**config.mk**
```make
export PLATFORM = sky130hd
export DESIGN_NAME = pipe_skid_buffer
export DESIGN_NICKNAME = d
export VERILOG_FILES = /design/src/rtl/pipe_skid_buffer.sv
export SDC_FILE = /design/constraint.sdc
export NUM_CORES = 1
export LEC_CHECK = 0
export CAP_MARGIN = 25
export CORE_UTILIZATION = 30
export CTS_CLUSTER_SIZE = 25
export DETAILED_ROUTE_END_ITERATION = 7
export PLACE_DENSITY_LB_ADDON = 0.05
export SETUP_SLACK_MARGIN = 0.2
export SYNTH_ARGS = -nofsm -noshare
export SYNTH_HDL_FRONTEND = slang
export SYNTH_SLANG_ARGS = --single-unit
```
**constraint.sdc**
```tcl
create_clock -name clk -period 1.9 [get_ports clk]
set_clock_uncertainty 0.05 [all_clocks]
set_input_delay 0.38 -clock clk [delete_from_list [all_inputs] [get_ports clk]]
set_output_delay 0.38 -clock clk [all_outputs]
set_load 0.01 [all_outputs]
```
**src/rtl/pipe_skid_buffer.sv**
```systemverilog
// Two-entry elastic pipeline register (main + skid) with registered in_ready.
// softReset flushes in-flight entries, e.g. on a branch mispredict.
module pipe_skid_buffer #(
  parameter int LENGTH = 75
) (
  input  logic              clk,
  input  logic              reset,
  input  logic              softReset,
  input  logic              in_valid,
  output logic              in_ready,
  input  logic [LENGTH-1:0] in_data,
  output logic              out_valid,
  input  logic              out_ready,
  output logic [LENGTH-1:0] out_data,
  output logic [1:0]        count
);

  typedef enum logic [1:0] {
    EMPTY = 2'd0,
    BUSY  = 2'd1,
    FULL  = 2'd2
  } state_e;

  state_e            state_q, state_d;
  logic [LENGTH-1:0] main_q, main_d;
  logic [LENGTH-1:0] skid_q, skid_d;
  logic              in_fire;
  logic              out_fire;

  // Handshake outputs decode straight from the state register.
  assign in_ready  = (state_q != FULL);
  assign out_valid = (state_q != EMPTY);
  assign out_data  = main_q;
  assign count     = state_q;

  assign in_fire  = in_valid & in_ready;
  assign out_fire = out_valid & out_ready;

  always_comb begin
    state_d = state_q;
    main_d  = main_q;
    skid_d  = skid_q;
    unique case (state_q)
      EMPTY: begin
        if (in_fire) begin
          main_d  = in_data;
          state_d = BUSY;
        end
      end
      BUSY: begin
        if (in_fire && out_fire) begin
          main_d = in_data;
        end else if (in_fire) begin
          skid_d  = in_data;
          state_d = FULL;
        end else if (out_fire) begin
          state_d = EMPTY;
        end
      end
      FULL: begin
        if (out_fire) begin
          main_d  = skid_q;
          state_d = BUSY;
        end
      end
      default: state_d = EMPTY;
    endcase
  end

  always_ff @(posedge clk) begin
    if (reset || softReset) begin
      state_q <= EMPTY;
      main_q  <= '0;
      skid_q  <= '0;
    end else begin
      state_q <= state_d;
      main_q  <= main_d;
      skid_q  <= skid_d;
    end
  end

endmodule
```
-- Yosys cells after proc, flatten, opt, wreduce, memory -nomap -nowiden
Cells that the tools add are included.
Widths: inputs -> output; s select.
- register bits after elaboration: 152
- bits in latches: 0
- memory bits (writable): 0
- ROM bits: 0
- output and inout port bits: 79
- memories: 0
- add/subtract/negate cells: 0
- multipliers: 0
- div/mod/pow operators: 0
- order comparisons: 0
- equality and inequality tests: 8
- shifts and indexed selects: 0
- mux-type cells: 10
- bitwise logic cells: 3
- reductions and logical operators: 8
- operator list (operator ; count):
    $mux 75 ; 3
    $pmux 75 s3 ; 1
    $mux 2 ; 5
    $ne 2x2->1 const B ; 5
    $reduce_and 4->1 ; 2
    $pmux 2 s3 ; 1
    $ne 3x3->1 const B ; 1
    $reduce_and 3->1 ; 1
    $reduce_bool 3->1 ; 1
    $and 1x1->1 ; 2
    $eq 2x1->1 const B ; 1
    $eq 2x2->1 const B ; 1
    $logic_not 2->1 ; 1
    $reduce_bool 2->1 ; 1
    $logic_and 1x1->1 ; 1
    $logic_or 1x1->1 ; 1
    $not 1->1 ; 1

-- Logic depth before layout (Yosys ltp)
Gate-level depths: netlist (run 1).
- depth in word-level cells: 6
- depth in mapped cells: 6
- mapped depth without buffers: 3

-- Worst setup path after synthesis (run 1)
Ideal clock, no wire load.
- path kind: register to register
- from: register state_q[0] (netlist: count[0])
- to: register main_q[37] (netlist: out_data[37])
- setup time: 0.142 ns
- arrival time: 1.342 ns
- data required time: 1.708 ns
- setup slack: 0.366 ns
- cell stages (with the launch flop): 7
- period minus slack after synthesis: 1.534 ns
- path through: dfxtp_1 > nand2b_1 > buf_2 > buf_6 > buf_4 > mux2i_1 > a211oi_2
- cells in the longest elaborated chain, start to end: 5
- elaborated cells between the ends (all ways): 14
- classes of those cells: eq/ne: 6; mux: 1; bitwise: 2; reduce/logical: 5
- ends and longest elaborated chain (element ; line ; text):
    start, declared ; 24 ; state_e state_q, state_d;
    start signal, assigned ; 76 ; state_q <= state_d;
    $ne 2x2->1 (*) ; 31 ; assign in_ready = (state_q != FULL);
    via in_ready ; 10 ; output logic in_ready,
    $and 1x1->1 (*) ; 36 ; assign in_fire = in_valid & in_ready;
    $logic_and 1x1->1 ; 51 ; if (in_fire && out_fire) begin
    $ne 2x2->1 (no source line) ; - ;
    $reduce_and 4->1 (no source line) (*) ; - ;
    end signal, assigned ; 77 ; main_q <= main_d;
    end, declared ; 25 ; logic [LENGTH-1:0] main_q, main_d;
The timed path passes the listed nets; every way through them passes the cells marked *.
A chain may end at the register's enable or synchronous reset.

-- Worst setup path after layout (run 1)
- from: register state_q[1] (netlist: count[1])
- to: output port out_valid
- cells in the longest elaborated chain, start to end: 1
- ends and longest elaborated chain (element ; line ; text):
    $reduce_bool 2->1 ; 32 ; assign out_valid = (state_q != EMPTY);
    end, declared ; 12 ; output logic out_valid,
No other way between the ends.

==> metrics.yaml, run 1 <==
run_status:
  status: "finished clean"
route:
  via_per_inst: 5.05
  first_pass_iters: 5
  drt_iter0_drc: 242
  ant_nets: 0
  wl_per_cell_um: 17.1
  drc: 0
  vias: 5619
  drt-total-wl_um: 19000
sta:
  rsz0062_at_grt: "no"
  period_share_pct: 86.1
  fmax_mhz: 611
  fin_crit_ps: 1640
  setup_viol: 0
  worstMarginPinSlew_ps: 323
  hold_viol: 0
  worst_slack_ps: 263
  max_slew_margin_pct: 78.5
  drv_slew: 0
cells_and_area:
  fin_cells: 1112
  mostFrequentLayoutCells: "151 x nand2_1, 150 x dfxtp_1, 140 x a211oi_1"
  layout-drive-gt1-share_pct: 10.2
  postLayoutCellArea_um2: 8950
  final_net_count: 904
  layout_commonest_cell: "nand2_1"
  syn_to_final_growth_pct: 39.5
  antenna_cells: 0
global_routing:
  grt_max_degree: 53
  grt_use_total_pct: 18.0
  grt_pass1_wl_um: 30800
  grt_pass1_vias: 5633
  antenna_found_initial: 0
  overflow: 0
clock_network:
  root_buffer: "clkbuf_16"
  cts.sinks: 152
  clkLatencyLatePin_ps: 420
  cts_buffers: 17
  postCtsSetupRepairBufs: 0
  tritoncts: "done"
  clk_pin_slew_ps: 60
  hold_buffers: 0
  h-tree-depth: 4
  clockBufferDepth: 2
  cts_resized: 83
critical_path:
  r2r-start: "count[0]"
  end_kind: "output pin"
  ff2ff_setup_slack_ps: 340
  cp_data_required_time_ps: 1470
  rr_worst_depth: 5
  startpoint: "count[1]"
  path_class: "reg2out"
  cp_max_fo: 5
  start_kind: "flip-flop"
  rr_endpoint: "out_data[67]"
  cp.arrival_ps: 1210
yosys:
  synth-seq-cells: 152
  synth_edf_count: 0
  yosysSeqAreaShare_pct: 47.4
  ys_async_sr_fraction_pct: 0
  synthCells: 695
  synth_area_um2: 6410
  syn_area_per_cell_um2: 9.23
  yosysWarnings: 0
  ys.flop_type: "dfxtp_1"
  synth.distinct_cells: 23
  synth_nets: 775
placed_design:
  dp_cells: 1080
  place_ws_ps: -135
  port_buffers: 158
  postPlaceCellArea_um2: 8440
  place_hpwl_um: 12000
  gp_congestion: 0.756
worst_hold_path:
  worstHoldStart: "skid_q[43]"
  holdCritPathClass: "reg2reg"
  hold_depth: 2
  min_to: "skid_q[43]"
run:
  cap_violations: 0
die:
  die_h_um: 148
  ios: 159
  initial_utilization_pct: 30.5
  core_um2: 21000
  dieArea_um2: 22000
  rows: 53
  die_x_um: 148
power:
  pwr-share-seq_pct: 43.6
  power_uw: 7620
  swShare_pct: 25.1
  ir_worst_vdd_v: 0.000553
  clkPwrFrac_pct: 45.4
  pwr-share-comb_pct: 11.0
  powerDensity_nw_per_um2: 851
  internal_power_uw: 5710
  power_switching_uw: 1910
  cellLeakagePower_uw: 0.00380
## cell families after synthesis
| family | synth area share (%) |
|---|---|
| compound gates | 24.7 |
| buf+inv | 6.01 |
| flops | 47.4 |
| mux | 11.7 |
| simple gates | 10.1 |
## synthesized netlist by cell type (2+ instances only)
cell / n / area [µm²]
buf_1: 7 / 26.3
a211oi_1: 140 / 1050
buf_6: 8 / 90.1
a21o_1: 2 / 15.0
or2_2: 2 / 12.5
buf_2: 23 / 115
nand2_1: 151 / 567
nand2b_1: 2 / 12.5
buf_4: 3 / 22.5
dfxtp_1: 152 / 3040
mux2i_1: 75 / 751
a21oi_1: 76 / 380
clkbuf_1: 35 / 131
a211oi_2: 10 / 125
## worst max path at each step
stage                        end  cells past startpoint
detailed placement  out_data[62]                      5
global placement    out_data[64]                      5
floorplan           out_data[37]                      6
CTS                    out_valid                      2
finish                 out_valid                      2
global route            in_ready                      2
## through the flow
stage | hold slack (ps) | setup TNS [ps] | utilization (%)
after floorplan | 386 | 0 | -
after global placement | 390 | -4120 | 40.2
after detailed placement | 396 | -9880 | 40.2
after CTS | 405 | 0 | 42.6
after global routing | 419 | 0 | 42.6
final | 402 | 0 | 42.6
## sequential cells by signal, indices dropped and copies added, names as in the netlist
register,cells
skid_q,75
count,2
out_data,75
## metal layers
| layer | global-route usage, % | wire [µm] | vias up | part of all wire (%) |
|---|---|---|---|---|
| li1 | - | - | 2770 | - |
| met1 | 22.6 | 8450 | 2688 | 44 |
| met2 | 29.7 | 9180 | 143 | 48 |
| met3 | 5.31 | 1160 | 18 | 6.1 |
| met4 | 5.41 | 244 | 0 | 1.3 |
| met5 | 0 | 0 | - | 0 |
## power groups by stage
stage / Clock, µW / Combinational, µW / Sequential (µW)
after detailed placement: 0 / 899 / 3400
after global routing: 3720 / 916 / 3330
after global placement: 0 / 891 / 3400
after floorplan: 0 / 373 / 3420
final: 3460 / 841 / 3320
after CTS: 3570 / 851 / 3320
## cell type report
type                    count  area, µm²
clock buffers              18        439
clock inverters            14        163
fillers                  2070      12100
multi-input cells         467       3040
flip-flops and latches    152       3050
well taps                 275        344
repair buffers            186       1920
## worst max-delay path, cell delays in order (launching register included)
cell and delay [ps]:
dfxtp_2 360, or2_2 290, clkbuf_2 140
Power figures use the tool's default switching activity.
==> run 2, diff against run 1 <==
--- a/config.mk
+++ b/config.mk
@@ -6,6 +6,7 @@
 export NUM_CORES = 1
 export LEC_CHECK = 0
 export CAP_MARGIN = 25
+export CORE_ASPECT_RATIO = 1.2
 export CORE_UTILIZATION = 30
 export CTS_CLUSTER_SIZE = 25
 export DETAILED_ROUTE_END_ITERATION = 7
==> metrics.yaml, run 2 (synthesized netlist as in run 1, its figures left out) <==
route:
  first_pass_iters: 5  # unchanged
  wl_per_cell_um: 17.4  # +1.4%
  drc: 0  # unchanged
  vias: 5656  # +0.66%
  drt_iter0_drc: 305  # +26%
  drt-total-wl_um: 19200  # +0.94%
  ant_nets: 0  # unchanged
  via_per_inst: 5.11  # +1.1%
global_routing:
  overflow: 0  # unchanged
  grt_pass1_vias: 5405  # -4.0%
  grt_use_total_pct: 17.6  # -0.47 points
  grt_pass1_wl_um: 29700  # -3.6%
  antenna_found_initial: 0  # unchanged
  grt_max_degree: 77  # +45%
sta:
  holdWs_ps: 402  # +0.178 ps
  drv_slew: 0  # unchanged
  fmax_mhz: 613  # +0.30%
  worstMarginPinSlew_ps: 584  # +261 ps
  setup_viol: 0  # unchanged
  rsz0062_at_grt: "yes"
  fin_crit_ps: 1630  # -4.95 ps
  hold_viol: 0  # unchanged
  period_share_pct: 85.9  # -0.26 points
  worst_slack_ps: 268  # +4.95 ps
  max_slew_margin_pct: 61.1  # -17 points
placed_design:
  postPlaceCellArea_um2: 8370  # -0.84%
  gp_congestion: 0.730  # -3.5%
  dp_cells: 1073  # -0.65%
  place_ws_ps: -31.5  # +104 ps
  port_buffers: 158  # unchanged
  place_hpwl_um: 11900  # -0.92%
die:
  core_um2: 21000  # -0.23%
  ios: 159  # unchanged
  die_h_um: 162  # +9.4%
  initial_utilization_pct: 30.6  # +0.071 points
  dieArea_um2: 22000  # about the same
  rows: 58  # +9.4%
  die_x_um: 135  # -8.6%
clock_network:
  clockBufferDepth: 2  # unchanged
  root_buffer: "clkbuf_16"
  cts.sinks: 152  # unchanged
  hold_buffers: 0  # unchanged
  h-tree-depth: 4  # unchanged
  tritoncts: "done"
  clk_pin_slew_ps: 60  # about the same
  cts_buffers: 17  # unchanged
  clkLatencyLatePin_ps: 420  # about the same
critical_path:
  path_class: "reg2out"
  end_kind: "output pin"
  cp_max_fo: 6  # +1
  cp.arrival_ps: 1200  # about the same
  start_kind: "flip-flop"
  cp_data_required_time_ps: 1470  # about the same
  rr_worst_depth: 4  # -1
cells_and_area:
  syn_to_final_growth_pct: 38.8
  layout_commonest_cell: "nand2_1"
  fin_cells: 1107  # -0.45%
  final_net_count: 904  # unchanged
  antenna_cells: 0  # unchanged
  nFillCells: 2054  # -0.77%
  postLayoutCellArea_um2: 8900  # -0.52%
  mostFrequentLayoutCells: "151 x nand2_1, 150 x dfxtp_1, 140 x a211oi_1"
  final_util_pct: 42.4  # -0.12 points
  multi_input_area_um2: 3040  # about the same
  layout-drive-gt1-share_pct: 9.92  # -0.24 points
  seq_area_um2: 3050  # about the same
power:
  pwr-share-comb_pct: 11.1  # about the same
  powerDensity_nw_per_um2: 860  # +0.97%
  clkPwrFrac_pct: 45.5  # about the same
  cellLeakagePower_uw: 0.00378  # -0.54%
  internal_power_uw: 5780  # +1.3%
  pwr-share-seq_pct: 43.4  # -0.2 points
  power_switching_uw: 1870  # -2.0%
  swShare_pct: 24.5  # -0.61 points
  ir_worst_vdd_v: 0.000612  # +11%
worst_hold_path:
  holdCritPathClass: "reg2reg"
  hold_depth: 2  # unchanged
run:
  cap_violations: 0  # unchanged
run_status:
  status: "finished clean"
-- run 2: power groups by stage --
stage / Combinational, µW / Clock (µW) / Sequential (µW)
detailed placement: 899 / 0 / 3400
floorplan: 373 / 0 / 3420
CTS: 851 / 3580 / 3320
global placement: 892 / 0 / 3390
finish: 850 / 3480 / 3320
global route: 915 / 3720 / 3330
-- run 2: worst paths after layout --
check	start	to	slack [ps]
max reg2reg	count[1]	out_data[9]	340
min	skid_q[3]	skid_q[3]	400
max	count[0]	out_valid	270
min reg2reg	skid_q[3]	skid_q[3]	400
-- run 2: cell type report --
cell class	count	share of cell area [%]
tap	270	3.79
clock inverter	14	1.95
multi-input combinational	467	34.2
sequential	152	34.2
clock buffer	18	4.82
timing repair buffer	186	21.0
-- run 2: routing by layer --
metal / up-vias / share of wire, % / track usage (%)
met1: 2722 / 46 / 22.7
met5: - / 0 / 0
met2: 148 / 47 / 28.0
met4: 0 / 2.1 / 7.25
li1: 2764 / - / -
met3: 22 / 4.7 / 4.06
-- run 2: repair_timing --
| item | 4_1_cts | 5_1_grt |
|---|---|---|
| resized for setup | 84 | 6 |
| endpoints found under the setup margin | 81 | 4 |
| setup buffers | 0 | 2 |
| cloned | 0 | 0 |
-- run 2: critical path, cell delays in order, from the launching register on --
cell     delay, ps
dfxtp_2        320
buf_6          120
or2_4          220
buf_6          120
-- run 2: metrics by stage --
step	TNS (ps)	total power [µW]
final	0	7650
after CTS	0	7750
after floorplan	0	3790
after global placement	0	4290
after global routing	0	7960
after detailed placement	-350	4290
==> run 3, diff against run 2 <==
==> constraint.sdc (replaced) <==
create_clock -name clk -period 1.9 [get_ports clk]
set_clock_uncertainty 0.05 [all_clocks]
set_input_delay 0.38 -clock clk [delete_from_list [all_inputs] [get_ports clk]]
set_output_delay 0.38 -clock clk [all_outputs]
set_load 0.1 [all_outputs]
==> metrics.yaml, run 3 (synthesized netlist as in run 1, its figures left out) <==
run_status:
  status: "finished clean"
critical_path:
  worst_path_most_repeated_cell: "buf_12"
  ff2ff_setup_slack_ps: 270  # -70 ps
  rr_worst_depth: 5  # +1
  cp_max_fo: 7  # +1
  end_kind: "output pin"
  cp_data_required_time_ps: 1470  # about the same
  crit_chain: "nand2b_4 > buf_12 > buf_12"
  crit_buf_inv: 2  # unchanged
  start_kind: "flip-flop"
  crit_family: "flip-flops"
  r2r-start: "count[0]"
  slowest_delay_ps: 350  # +30 ps
  cp.arrival_ps: 1220  # +20 ps
  slowest_stage: "dfxtp_4"
  path_class: "reg2out"
  rr_endpoint: "out_data[13]"
clock_network:
  tritoncts: "done"
  root_buffer: "clkbuf_16"
  h-tree-depth: 4  # unchanged
  cts_buffers: 17  # unchanged
  cts.sinks: 152  # unchanged
  clkLatencyLatePin_ps: 420  # about the same
  clockBufferDepth: 2  # unchanged
  clk_pin_slew_ps: 60  # about the same
global_routing:
  use_met2_pct: 29.9  # +1.9 points
  grt_util_met3_pct: 4.34  # +0.28 points
  grt_max_degree: 75  # -2.6%
  overflow: 0  # unchanged
  antenna_found_initial: 1  # +1
  use_met1_pct: 22.5  # -0.19 points
  grt_use_total_pct: 18.0  # +0.42 points
  grt_pass1_wl_um: 30600  # +2.8%
  grt.busiest_layer: "met2"
  grt_pass1_vias: 5693  # +5.3%
die:
  ios: 159  # unchanged
  initial_utilization_pct: 30.6  # unchanged
  dieArea_um2: 22000  # unchanged
  rows: 58  # unchanged
  die_h_um: 162  # unchanged
  die_x_um: 135  # unchanged
  core_um2: 21000  # unchanged
placed_design:
  gp_congestion: 0.723  # -0.89%
  port_buffers: 158  # unchanged
  postPlaceCellArea_um2: 9250  # +10%
  place_hpwl_um: 12600  # +6.4%
cells_and_area:
  final_util_pct: 47.8  # +5.3 points
  seq_area_um2: 3050  # about the same
  layout_commonest_cell: "nand2_1"
  final_net_count: 919  # +1.7%
  multi_input_area_um2: 3050  # about the same
  nFillCells: 1924  # -6.3%
  antenna_cells: 0  # unchanged
  syn_to_final_growth_pct: 56.1
  mostFrequentLayoutCells: "151 x nand2_1, 150 x dfxtp_1, 140 x a211oi_1"
  layout-drive-gt1-share_pct: 20.7  # +11 points
  postLayoutCellArea_um2: 10000  # +12%
sta:
  hold_viol: 0  # unchanged
  max_slew_margin_pct: 77.9  # +17 points
  worstMarginPinSlew_ps: 332  # -252 ps
  setup_viol: 0  # unchanged
  fmax_mhz: 605  # -1.3%
  fin_crit_ps: 1650  # +21.4 ps
  drv_slew: 0  # unchanged
  period_share_pct: 87.0  # +1.1 points
  rsz0062_at_grt: "yes"
worst_hold_path:
  holdCritPathClass: "reg2reg"
  hold_depth: 2  # unchanged
  worstHoldStart: "skid_q[73]"
  min_to: "skid_q[73]"
power:
  cellLeakagePower_uw: 0.00396  # +4.8%
  powerDensity_nw_per_um2: 861  # +0.20%
  ir_worst_vdd_v: 0.000580  # -5.2%
route:
  vias: 5676  # +0.35%
  drc: 0  # unchanged
  wl_per_cell_um: 17.4  # about the same
  first_pass_iters: 7  # +2
  ant_nets: 0  # unchanged
  via_per_inst: 5.06  # -0.99%
  drt_iter0_drc: 200  # -34%
  drt-total-wl_um: 19500  # +1.3%
run:
  cap_violations: 0  # unchanged
[run 3: changes by cell type in the layout (fill, tap and decap cells not counted), moves of 2 or more]
cell / change
buf_4: +9
buf_6: +2
dlygate4sd2_1: -77
clkinvlp_4: -2
clkbuf_8: +2
buf_12: +80
[run 3: final cells by class]
type	count	area share (%)
clock inverters	13	1.92
clock buffers	19	4.52
well taps	270	3.37
flip-flops and latches	152	30.5
multi-input cells	467	30.4
repair buffers	201	29.3
[run 3: how the worst max path moves through the flow]
stage               startpoint      endpoint  cells past startpoint
global route          count[0]  out_data[10]                      5
CTS                   count[1]     out_valid                      2
global placement     out_ready  out_data[24]                      5
finish                count[0]      in_ready                      3
detailed placement   out_ready  out_data[33]                      5
floorplan             count[0]  out_data[37]                      6
[run 3: tightest hold or removal path: stages (launching register included)]
cell and delay (ps):
dfxtp_1 310, nand2_1 50, a21oi_1 50
[run 3: stage by stage]
step                TNS, ps  worst slack, ps  instances  hold slack [ps]  power (µW)
floorplan                 0              223        695              386        4320
global placement      -1800            -45.1       1080              390        5020
detailed placement    -6560             -136       1080              396        5030
CTS                       0              175       1115              405        8710
global route              0              169       1122              419        8930
finish                    0              247       1122              403        8630
[run 3: what timing repair did]
item / in CTS / in global routing
setup buffers: 3 / 6
hold buffers: 0 / 0
resized for setup: 0 / 7
gates cloned: 0 / 1
setup endpoints to repair: 2 / 50
hold endpoints to repair: 0 / 0
[run 3: per-layer routing]
metal | wire (µm) | part of all wire [%]
met1 | 8770 | 45
met3 | 932 | 4.8
met4 | 266 | 1.4
met2 | 9510 | 49
met5 | 0 | 0
[run 3: where the power goes]
part	leakage, µW	internal [µW]	switching [µW]
clock	0.000311	2280	1380
sequential	0.00124	3270	92.4
combinational	0.00242	651	945
